--- config.mk ---
export PLATFORM = sky130hd
export DESIGN_NAME = id_hazard_ctrl
export DESIGN_NICKNAME = d
export VERILOG_FILES = /design/src/rtl/hazard_pkg.sv /design/src/rtl/mul_wait_counter.sv /design/src/rtl/id_hazard_ctrl.sv
export SDC_FILE = /design/constraint.sdc
export NUM_CORES = 1
export LEC_CHECK = 0
export ABC_AREA = 1
export CELL_PAD_IN_SITES_DETAIL_PLACEMENT = 1
export CELL_PAD_IN_SITES_GLOBAL_PLACEMENT = 1
export CORE_MARGIN = 5
export CORE_UTILIZATION = 23
export DETAILED_ROUTE_END_ITERATION = 10
export PLACE_DENSITY = 0.87
export SETUP_SLACK_MARGIN = 0.15
export SLEW_MARGIN = 20
export SYNTH_ARGS = -nofsm -noshare
export SYNTH_HDL_FRONTEND = slang
export SYNTH_HIERARCHICAL = 1
export SYNTH_SLANG_ARGS = --single-unit
--- constraint.sdc ---
create_clock -name Clk -period 2.1 [get_ports Clk]
set_input_delay 0.63 -clock Clk [delete_from_list [all_inputs] [get_ports Clk]]
set_output_delay 0.63 -clock Clk [all_outputs]
set_load 0.01 [all_outputs]
--- src/rtl/hazard_pkg.sv ---
// Shared hazard-control types and constants, also used by the EX multiplier.
package hazard_pkg;

  typedef enum logic {
    RUN      = 1'b0,
    MUL_WAIT = 1'b1
  } hz_state_t;

  localparam logic [4:0] REG_ZERO = 5'd0;
  localparam int MUL_LATENCY_DEFAULT = 3;

endpackage

--- src/rtl/mul_wait_counter.sv ---
// Down-counter that tracks the remaining multiply occupancy.
// The zero flag is the terminal count that ends MUL_WAIT.
module mul_wait_counter #(
  parameter int CNT_W    = 4,
  parameter int LOAD_VAL = 1
) (
  input  logic Clk,
  input  logic Reset,
  input  logic load,
  input  logic dec,
  output logic cnt_zero
);

  logic [CNT_W-1:0] cnt;

  always_ff @(posedge Clk) begin
    if (Reset) begin
      cnt <= '0;
    end else if (load) begin
      cnt <= CNT_W'(LOAD_VAL);
    end else if (dec) begin
      cnt <= cnt - 1'b1;
    end
  end

  assign cnt_zero = (cnt == '0);

endmodule

--- src/rtl/id_hazard_ctrl.sv ---
// Hazard controller ahead of ID/EX: load-use stall, multiply occupancy, branch flush.
// Optional stall/flush counters are enabled with HAZARD_STATS_EN.
//
// state    | meaning
// RUN      | normal issue; load-use and branch handled combinationally
// MUL_WAIT | multiply occupying EX; ID held and bubbles sent until count expires
module id_hazard_ctrl
  import hazard_pkg::*;
#(
  parameter int MUL_LATENCY = MUL_LATENCY_DEFAULT,
  parameter int CNT_W       = 4
) (
  input  logic       Clk,
  input  logic       Reset,
  input  logic       ID_Valid,
  input  logic [4:0] ID_Rs,
  input  logic [4:0] ID_Rt,
  input  logic       ID_UsesRs,
  input  logic       ID_UsesRt,
  input  logic       ID_IsMul,
  input  logic       EX_MemRead,
  input  logic [4:0] EX_WriteReg,
  input  logic       EX_BranchTaken,
  output logic       PCWrite,
  output logic       IFID_Write,
  output logic       IFID_Flush,
  output logic       IDEX_Bubble,
  output logic       MulBusy
`ifdef HAZARD_STATS_EN
  ,
  output logic [31:0] StallCycles,
  output logic [31:0] FlushCount
`endif
);

  localparam logic MUL_MULTI = (MUL_LATENCY > 1);
  localparam int   LOAD_VAL  = (MUL_LATENCY > 1) ? (MUL_LATENCY - 2) : 0;

  hz_state_t state, next_state;
  logic load_use, mul_issue, cnt_load, cnt_dec, cnt_zero;

  assign load_use = ID_Valid & EX_MemRead & (EX_WriteReg != REG_ZERO) &
                    ((ID_UsesRs & (ID_Rs == EX_WriteReg)) |
                     (ID_UsesRt & (ID_Rt == EX_WriteReg)));

  // A multiply killed by a branch or held by load-use must not start the wait.
  assign mul_issue = MUL_MULTI & ID_Valid & ID_IsMul & ~EX_BranchTaken & ~load_use;

  mul_wait_counter #(
    .CNT_W   (CNT_W),
    .LOAD_VAL(LOAD_VAL)
  ) u_mul_cnt (
    .Clk     (Clk),
    .Reset   (Reset),
    .load    (cnt_load),
    .dec     (cnt_dec),
    .cnt_zero(cnt_zero)
  );

  always_ff @(posedge Clk) begin
    if (Reset) state <= RUN;
    else       state <= next_state;
  end

  always_comb begin
    next_state  = state;
    cnt_load    = 1'b0;
    cnt_dec     = 1'b0;
    PCWrite     = 1'b1;
    IFID_Write  = 1'b1;
    IFID_Flush  = 1'b0;
    IDEX_Bubble = 1'b0;
    MulBusy     = (state == MUL_WAIT);

    case (state)
      RUN: begin
        if (mul_issue) begin
          next_state = MUL_WAIT;
          cnt_load   = 1'b1;
        end
      end
      MUL_WAIT: begin
        if (cnt_zero) next_state = RUN;
        else          cnt_dec    = 1'b1;
      end
      default: next_state = RUN;
    endcase

    if (EX_BranchTaken) begin
      IFID_Flush  = 1'b1;
      IDEX_Bubble = 1'b1;
    end else if (state == MUL_WAIT || load_use) begin
      PCWrite     = 1'b0;
      IFID_Write  = 1'b0;
      IDEX_Bubble = 1'b1;
    end

    if (Reset) begin
      PCWrite     = 1'b0;
      IFID_Write  = 1'b0;
      IFID_Flush  = 1'b1;
      IDEX_Bubble = 1'b1;
      MulBusy     = 1'b0;
    end
  end

`ifdef HAZARD_STATS_EN
  always_ff @(posedge Clk) begin
    if (Reset) begin
      StallCycles <= '0;
      FlushCount  <= '0;
    end else begin
      if (!PCWrite && StallCycles != 32'hFFFF_FFFF) StallCycles <= StallCycles + 1'b1;
      if (IFID_Flush && FlushCount != 32'hFFFF_FFFF) FlushCount <= FlushCount + 1'b1;
    end
  end
`endif

endmodule

# Yosys cells after proc, flatten, opt, wreduce, memory -nomap -nowiden
# Index checks and enable logic that the tools add are counted.
# totals
register_bits	5
latchBits	0
ramBits	0
rom_bits	0
input_bits	23
output_inout_bits	5
word_cells	39
n_memories	0
# classes
add_sub_neg	1
multipliers	0
n_div	0
magnitude_cmp	0
n_eq_ne	2
shift	0
mux	16
bitwise_logic	12
n_reduce_logical	5
# ops
operator	n
two-way mux 1 bit	15
== test 5 bit	2
bitwise AND 1 bit	8
nonzero test 5 bit	1
zero test 4 bit	1
subtractor 4 x 1 -> 4 bit (second input constant)	1
NOT 1 bit	3
case mux 1 bit (2 select lines)	1
nonzero test 2 bit	1
OR reduction 2 bit	1
logical OR 1 bit	1
bitwise OR 1 bit	1

# Logic depth before layout (Yosys ltp)
# Gate-level depths: netlist (run 1).
# logic_depth
depth_word	9
ltp_mapped	13
ltp_nobuf	13

# Modules after synthesis
# Netlist (run 1), hierarchy kept.
# by_module_without_submodules
module	instances	cells_per_inst	area_each_um2
id_hazard_ctrl	1	74	322.8
mul_wait_counter	1	28	196.4

# Least setup slack after synthesis (run 1)
# Ideal clock, no wire load.
# synth_path
kind	input -> output
start	input EX_WriteReg[3]
end	output PCWrite
t_arrival_ps	1493
setup_slack_ps	-23
stages	10
cell_sequence	inv_1 -> nand2_1 -> nand2_1 -> nor2_1 -> nand3_1 -> nand2_1 -> nand2_2 -> nand2_1 -> a21oi_1 -> buf_4
# synth_via
elab_chain_len	8
# synth_lines
item	line	text
start: declaration	id_hazard_ctrl.sv:22	input logic [4:0] EX_WriteReg,
== test 5 bit, on equally long branches	id_hazard_ctrl.sv:43, id_hazard_ctrl.sv:44	
bitwise AND 1 bit, on equally long branches	id_hazard_ctrl.sv:43, id_hazard_ctrl.sv:44	
bitwise OR 1 bit	id_hazard_ctrl.sv:43	((ID_UsesRs & (ID_Rs == EX_WriteReg)) |
bitwise AND 1 bit *	id_hazard_ctrl.sv:42	assign load_use = ID_Valid & EX_MemRead & (EX_WriteReg != REG_ZERO) &
logical OR 1 bit *	id_hazard_ctrl.sv:92	end else if (state == MUL_WAIT || load_use) begin
two-way mux 1 bit * (3 in series)	n/a	
end: declaration	id_hazard_ctrl.sv:24	output logic PCWrite,
# Every way passes the cells marked *; elsewhere a longest branch is shown, timed or not.

# Worst setup path after layout (run 1)
# layout_path
start	input EX_WriteReg[1]
end	output IFID_Write
# layout_via
elab_chain_len	8
# layout_lines
item	line	text
== test 5 bit, on equally long branches	id_hazard_ctrl.sv:43, id_hazard_ctrl.sv:44	
bitwise AND 1 bit, on equally long branches	id_hazard_ctrl.sv:43, id_hazard_ctrl.sv:44	
bitwise OR 1 bit	id_hazard_ctrl.sv:43	
bitwise AND 1 bit *	id_hazard_ctrl.sv:42	
logical OR 1 bit *	id_hazard_ctrl.sv:92	
two-way mux 1 bit *	id_hazard_ctrl.sv:92	
two-way mux 1 bit *	id_hazard_ctrl.sv:89	if (EX_BranchTaken) begin
two-way mux 1 bit *	id_hazard_ctrl.sv:98	if (Reset) begin
end: declaration	id_hazard_ctrl.sv:25	output logic IFID_Write,
# Marks and branches as above.

==> results of run 1 <==
==> worst max path at each step <==
stage | to | slack (ps)
after floorplan | PCWrite | 80
after global placement | IFID_Write | -890
after detailed placement | IFID_Write | -960
after CTS | IFID_Write | -40
after global routing | PCWrite | -160
final | IFID_Write | -40
==> metal layers <==
layer | up-vias | routed length (um) | track usage
met5 | - | 0 | 0
met4 | 0 | 30 | 0.0695
met3 | 4 | 66 | 0.0226
met2 | 16 | 1060 | 0.221
met1 | 338 | 666 | 0.116
li1 | 372 | - | -
==> cells in the final DEF, fill, tap and decap left out, drive strengths merged <==
cell | netlist | routed
nand2 | 36 | 36
inv | 25 | 25
buf | 1 | 24
nor2 | 17 | 17
nand3 | 7 | 7
dfxtp | 5 | 5
clkbuf | 0 | 5
a21oi | 5 | 5
dlygate4sd2 | 0 | 4
nand4 | 2 | 2
clkdlybuf4s15 | 0 | 2
clkdlybuf4s50 | 0 | 1
nor3b | 1 | 1
o21ai | 1 | 1
o21bai | 1 | 1
ha | 1 | 1
==> state kept, by name (all words and copies together), names as in the netlist <==
| name | count |
|---|---|
| state | 1 |
| u_mul_cnt/cnt | 4 |
==> power groups by stage <==
stage / logic [mW] / clock network, mW / registers (mW)
CTS: 0.115 / 0.118 / 0.0990
finish: 0.136 / 0.111 / 0.0990
detailed placement: 0.125 / 0 / 0.101
global route: 0.149 / 0.132 / 0.0991
global placement: 0.119 / 0 / 0.101
floorplan: 0.0499 / 0 / 0.100
==> cell type report <==
class	instances	area, um^2	share of cell area
clock buffers	4	26.3	0.0278
inverters	25	116	0.123
multi-input cells	71	374	0.396
flip-flops and latches	5	100	0.106
well taps	28	35.0	0.0371
repair buffers	32	293	0.310
==> worst register-to-register path: stages (launching register included) <==
cell and delay [ps]:
dfxtp_1 330, inv_1 80, ha_1 230, nor3b_1 140
nor2_1 390, inv_2 60, nor2_2 100, nand3_1 70
nand2_1 60, nor2_1 40
==> what timing repair did <==
action,in CTS,in global routing
hold buffers,0,0
pin swaps,25,20
resized for setup,104,35
setup endpoints to repair,9,4
==> metrics by stage <==
step / TNS (ps) / power [mW] / utilization / cell area, um^2 / instances
floorplan: 0 / 0.150 / - / 533 / 102
global placement: -4190 / 0.219 / 0.396 / 868 / 161
detailed placement: -4860 / 0.226 / 0.396 / 868 / 161
CTS: -76.9 / 0.332 / 0.389 / 852 / 165
global route: -342 / 0.381 / 0.431 / 945 / 165
finish: -71.1 / 0.345 / 0.431 / 945 / 165
==> logic make-up (layout without fill, tap and decap cells) <==
group / after synthesis / in the layout
buffers and inverters: 26 / 61
adders and majority gates: 1 / 1
and+or+nand+nor: 63 / 63
DFF: 5 / 5
AOI/OAI and AO/OA: 7 / 7
==> impl_metrics.py, run 1 <==
metrics = {
    "outcome": {
        "status": "finished with violations",
        "violations": "setup timing",
    },
    "synth": {
        "synth-seq-cells": 5,
        "synth_top_area_frac": 0.253,
        "netlist_area_um2": 519,
        "postSynthAreaPerCell_um2": 5.09,
        "synth.yosys.warnings": 6,
        "ys.flop_type": "dfxtp_1",
        "synth.area.mux_share": 0,
        "synth-seq-area-share": 0.193,
        "synth.distinct_cells": 17,
        "synth_compound_area_frac": 0.0795,
        "synth_area_leader_cell": "nand2_1",
        "synthTopCellsByCount": "35 x nand2_1, 21 x inv_1, 16 x nor2_1, 6 x nand3_1, 5 x dfxtp_1",
        "syn_nets": 126,
        "synthCells": 102,
        "synth-xor-area-share": 0,
        "synthSimpleGateAreaFrac": 0.508,
        "synth_edf_count": 0,
        "synth_adder_area_share": 0.0241,
        "yosysMostFrequentCell": "nand2_1",
        "synth.top_cells.by_area": "nand2_1 25%, dfxtp_1 19%, inv_1 15%, nor2_1 12%, nand3_1 5.8%",
        "synth_top_family_by_area": "simple AND/OR/NAND/NOR gates",
        "async_flop_share": 0,
    },
    "sta": {
        "fin_skew_ps": 2.26,
        "max_freq_mhz": 468,
        "slew_headroom": 0.680,
        "period_needed_ps": 2140,
        "worst_slack_ps": -35.7,
        "worst_hold_slack_ps": 519,
        "worstMarginPinSlew_ps": 478,
        "hold_viol": 0,
        "setup_violations": 2,
        "rsz0062_at_grt": "true",
        "finalMaxSlewViolations": 0,
        "post-route-period-util": 1.02,
    },
    "critical_path": {
        "critical_path_class": "input pin to output port",
        "critPathRequiredTime_ps": 1470,
        "rr_worst_depth": 9,
        "cp_slowest_stage_delay_ps": 140,
        "cp-start-kind": "input pin",
        "cpMostUsedCell": "nand2_1",
        "worstSetupStartpoint": "EX_WriteReg[1]",
        "cpMaxStageDelayCell": "a21oi_2",
        "r2r_start": "u_mul_cnt/cnt[0]",
        "r2r_setup_slack_ps": 490,
        "path_delay_family": "simple AND/OR/NAND/NOR gates",
        "crit_fanout": 4,
        "cp_cell_sequence": "buf_8 > inv_4 > nand2_1 > nand2_1 > nor2_1 > nand3_1 > nand2_1 > nand2_2 > nand2_2 > a21oi_2 > buf_2",
        "path_buf_inv": 3,
        "cp.arrival_ps": 1510,
        "reg2reg_to": "u_mul_cnt/cnt[3]",
        "crit_cells": 11,
        "critPathCaptureType": "output port",
    },
    "layout": {
        "antenna_cells": 0,
        "area_delta_synth_final_pct": 81.9,
        "layout-drive-gt1-share": 0.489,
        "fin_nets": 162,
        "num-fill-cells": 306,
    },
    "power": {
        "vdd_drop_max_mv": 0.165,
        "pwr_density_cell_nw_per_um2": 365,
        "power_frac_comb": 0.393,
        "intPower_uw": 239,
        "switching_share": 0.307,
        "power_frac_clock": 0.321,
        "power_switching_uw": 106,
        "p_leak_nw": 0.511,
        "pwr-share-seq": 0.287,
    },
    "worst_hold_path": {
        "min_to": "u_mul_cnt/cnt[3]",
        "hp-start": "u_mul_cnt/cnt[3]",
        "holdPathStages": 2,
        "hold_path.class": "flop to flop",
    },
    "job": {
        "drv_cap": 0,
    },
    "cts": {
        "cts_tree": "yes",
        "clkSlewWorstSetupHoldPaths_ps": 40,
        "postCtsSetupBuffers": 0,
        "numCtsBuffers": 3,
        "cts-root-buf": "clkbuf_4",
        "clock_latency_ps": 240,
        "numClockSinks": 5,
        "cts_buffer_depth": 2,
        "cts-htree-levels": 1,
    },
    "floorplanning": {
        "rows": 17,
        "die_y_um": 57.5,
        "core-area_um2": 2190,
        "die_x_um": 57.5,
        "start_util": 0.237,
        "ios": 28,
        "dieArea_um2": 3310,
    },
    "detailed_routing": {
        "vias": 730,
        "drt_pre_antenna_iters": 3,
        "via_per_inst": 4.42,
        "drtIter0Drc": 7,
        "drt-total-wl_um": 1820,
        "remaining_drc_errors": 0,
        "detail-route-antenna-nets": 0,
        "wl_per_cell_um": 11.0,
    },
    "place": {
        "preCtsSetupSlack_ps": -965,
        "hpwl_um": 1540,
        "gp_congestion": 0.779,
        "port_buffers": 27,
    },
    "global_route": {
        "grt_pass1_wl_um": 3030,
        "gr-usage-all-layers": 0.117,
        "grt_start_max_net_pins": 9,
        "grt_overflow": 0,
        "antenna_found_initial": 0,
        "grt_pass1_vias": 809,
    },
}
Power figures use the tool's default switching activity.
==> run 2: changes to the inputs <==
--- a/config.mk
+++ b/config.mk
@@ -10,6 +10,7 @@
 export CELL_PAD_IN_SITES_GLOBAL_PLACEMENT = 1
 export CORE_MARGIN = 5
 export CORE_UTILIZATION = 23
+export CTS_CLUSTER_SIZE = 25
 export DETAILED_ROUTE_END_ITERATION = 10
 export PLACE_DENSITY = 0.87
 export SETUP_SLACK_MARGIN = 0.15
==> results of run 2 <==
Same layout as run 1: the final DEF is identical, and so are final timing and power.
==> run 3: changes to the inputs <==
--- a/config.mk
+++ b/config.mk
@@ -6,12 +6,13 @@
 export NUM_CORES = 1
 export LEC_CHECK = 0
 export ABC_AREA = 1
-export CELL_PAD_IN_SITES_DETAIL_PLACEMENT = 1
+export CELL_PAD_IN_SITES_DETAIL_PLACEMENT = 0
 export CELL_PAD_IN_SITES_GLOBAL_PLACEMENT = 1
 export CORE_MARGIN = 5
 export CORE_UTILIZATION = 23
 export CTS_CLUSTER_SIZE = 25
 export DETAILED_ROUTE_END_ITERATION = 10
+export GPL_TIMING_DRIVEN = 0
 export PLACE_DENSITY = 0.87
 export SETUP_SLACK_MARGIN = 0.15
 export SLEW_MARGIN = 20
==> impl_metrics.py, run 3 (same netlist as run 1, synthesis figures left out) <==
metrics = {
    "outcome": {
        "status": "finished with violations",
        "violations": "setup timing",
    },
    "floorplanning": {
        "rows": 17,
        "start_util": 0.237,
        "dieArea_um2": 3310,
        "core-area_um2": 2190,
        "ios": 28,
        "die_x_um": 57.5,
        "die_y_um": 57.5,
    },
    "critical_path": {
        "cp.arrival_ps": 1530,
        "cp_slowest_stage_delay_ps": 140,
        "cpMaxStageDelayCell": "a21oi_2",
        "rr_worst_depth": 9,
        "critPathCaptureType": "output port",
        "cpMostUsedCell": "nand2_1",
        "path_buf_inv": 4,
        "cp_cell_sequence": "buf_8 > inv_4 > nand2_1 > nand2_1 > nor2_1 > nand3_1 > nand2_1 > nand2_2 > nand2_2 > a21oi_2 > buf_4 > buf_6",
        "path_delay_family": "simple AND/OR/NAND/NOR gates",
        "reg2reg_to": "u_mul_cnt/cnt[3]",
        "r2r_setup_slack_ps": 460,
        "crit_fanout": 3,
        "cp-start-kind": "input pin",
        "critPathRequiredTime_ps": 1470,
        "critical_path_class": "input pin to output port",
        "r2r_start": "u_mul_cnt/cnt[0]",
    },
    "sta": {
        "worstMarginPinSlew_ps": 515,
        "worst_slack_ps": -62.5,
        "finalMaxSlewViolations": 0,
        "tns_ps": -72.2,
        "slew_headroom": 0.656,
        "fin_skew_ps": 3.55,
        "post-route-period-util": 1.03,
        "period_needed_ps": 2160,
        "max_freq_mhz": 462,
        "hold_viol": 0,
        "rsz0062_at_grt": "true",
        "setup_violations": 2,
    },
    "cts": {
        "clock_latency_ps": 240,
        "numClockSinks": 5,
        "cts_tree": "yes",
        "cts-root-buf": "clkbuf_4",
        "clkSlewWorstSetupHoldPaths_ps": 40,
        "cts_buffer_depth": 2,
        "holdBufCountCts": 0,
        "numCtsBuffers": 3,
        "cts-htree-levels": 1,
    },
    "layout": {
        "stdcell_count": 163,
        "largest_registers": "u_mul_cnt/cnt (4), state (1)",
        "final_cell_mix": "30 x nand2_1, 16 x nor2_1, 14 x inv_1",
        "layout-drive-gt1-share": 0.348,
        "layout_commonest_cell": "nand2_1",
        "largest_reg_flops": 4,
        "final_util": 0.401,
        "largest-register": "u_mul_cnt/cnt",
        "multi_input_area_um2": 334,
        "num-fill-cells": 253,
        "antenna_cells": 0,
        "area_delta_synth_final_pct": 69.2,
        "fin_nets": 160,
        "final-seq-area_um2": 100,
    },
    "global_route": {
        "grt_overflow": 0,
        "grt_pass1_wl_um": 2520,
        "gr-usage-all-layers": 0.0946,
        "grt_start_max_net_pins": 9,
        "grt_pass1_vias": 670,
        "antenna_found_initial": 0,
    },
    "detailed_routing": {
        "wl_per_cell_um": 8.56,
        "drt_pre_antenna_iters": 4,
        "remaining_drc_errors": 0,
        "drt-total-wl_um": 1400,
        "drtIter0Drc": 17,
        "vias": 671,
        "detail-route-antenna-nets": 0,
        "via_per_inst": 4.12,
    },
    "job": {
        "drv_cap": 0,
    },
    "worst_hold_path": {
        "hold_path.class": "flop to flop",
        "holdPathStages": 2,
        "min_to": "u_mul_cnt/cnt[3]",
        "hp-start": "u_mul_cnt/cnt[3]",
    },
    "power": {
        "intPower_uw": 231,
        "power_frac_comb": 0.356,
        "vdd_drop_max_mv": 0.201,
        "pwr-share-seq": 0.308,
        "total_power_uw": 321,
        "pwr_density_cell_nw_per_um2": 366,
        "switching_share": 0.280,
        "power_frac_clock": 0.336,
        "p_leak_nw": 0.499,
        "power_switching_uw": 90.1,
    },
    "place": {
        "hpwl_um": 1180,
        "port_buffers": 27,
        "gp_congestion": 0.718,
        "dp_cells": 157,
    },
}
run 3: cell types whose count changed in the layout (fill, tap and decap cells not counted):
cell / before / now
inv_6: 2 / 0
buf_6: 8 / 9
buf_4: 5 / 3
nor2_1: 12 / 16
inv_2: 8 / 7
inv_4: 2 / 3
nand2_2: 18 / 6
buf_8: 4 / 3
inv_1: 12 / 14
nand2_1: 18 / 30
nor2_2: 5 / 1
run 3: how the worst max path moves through the flow:
stage	cells after the start	end	from	slack [ps]
2_1_floorplan	10	PCWrite	EX_WriteReg[2]	80
4_1_cts	12	PCWrite	EX_WriteReg[0]	-60
3_5_place_dp	11	PCWrite	EX_WriteReg[3]	-1020
6_report	12	PCWrite	EX_WriteReg[4]	-60
5_1_grt	11	PCWrite	EX_WriteReg[4]	-180
3_3_place_gp	11	PCWrite	EX_WriteReg[3]	-1000
run 3: worst min-delay path, cell delays in order, from the launching register on:
cell	delay (ps)
dfxtp_1	320
a21oi_1	110
nor2_1	50
run 3: power by group through the flow:
| stage | clock network [mW] | logic (mW) | registers, mW |
|---|---|---|---|
| 4_1_cts | 0.113 | 0.107 | 0.0989 |
| 6_report | 0.108 | 0.114 | 0.0989 |
| 2_1_floorplan | 0 | 0.0499 | 0.100 |
| 5_1_grt | 0.126 | 0.129 | 0.0989 |
| 3_3_place_gp | 0 | 0.115 | 0.101 |
| 3_5_place_dp | 0 | 0.116 | 0.101 |
run 3: timing repair:
item	in CTS	in global routing
buffers inserted	2	0
cloned	0	0
endpoints found under the setup margin	8	5
pin swaps	25	16
endpoints found under the hold margin	0	0
resized for setup	100	14
run 3: layer usage:
metal	wire length (um)	track usage
met2	769	0.169
met4	17	0.0497
met1	551	0.104
met5	0	0
met3	58	0.0181
run 3: layout make-up:
| class | instances | area share |
|---|---|---|
| Multi-Input combinational cell | 71 | 0.380 |
| Timing Repair Buffer | 29 | 0.303 |
| Inverter | 25 | 0.124 |
| Buffer | 1 | 0.00855 |
| Tap cell | 28 | 0.0399 |
| Sequential cell | 5 | 0.114 |
| Clock buffer | 4 | 0.0299 |
run 3: through the flow:
step / setup WS, ps / area [um^2] / hold slack, ps
2_1_floorplan: 78.2 / 533 / 475
3_3_place_gp: -1000 / 838 / 497
3_5_place_dp: -1020 / 838 / 522
4_1_cts: -62.6 / 842 / 526
5_1_grt: -175 / 878 / 554
6_report: -62.5 / 878 / 524
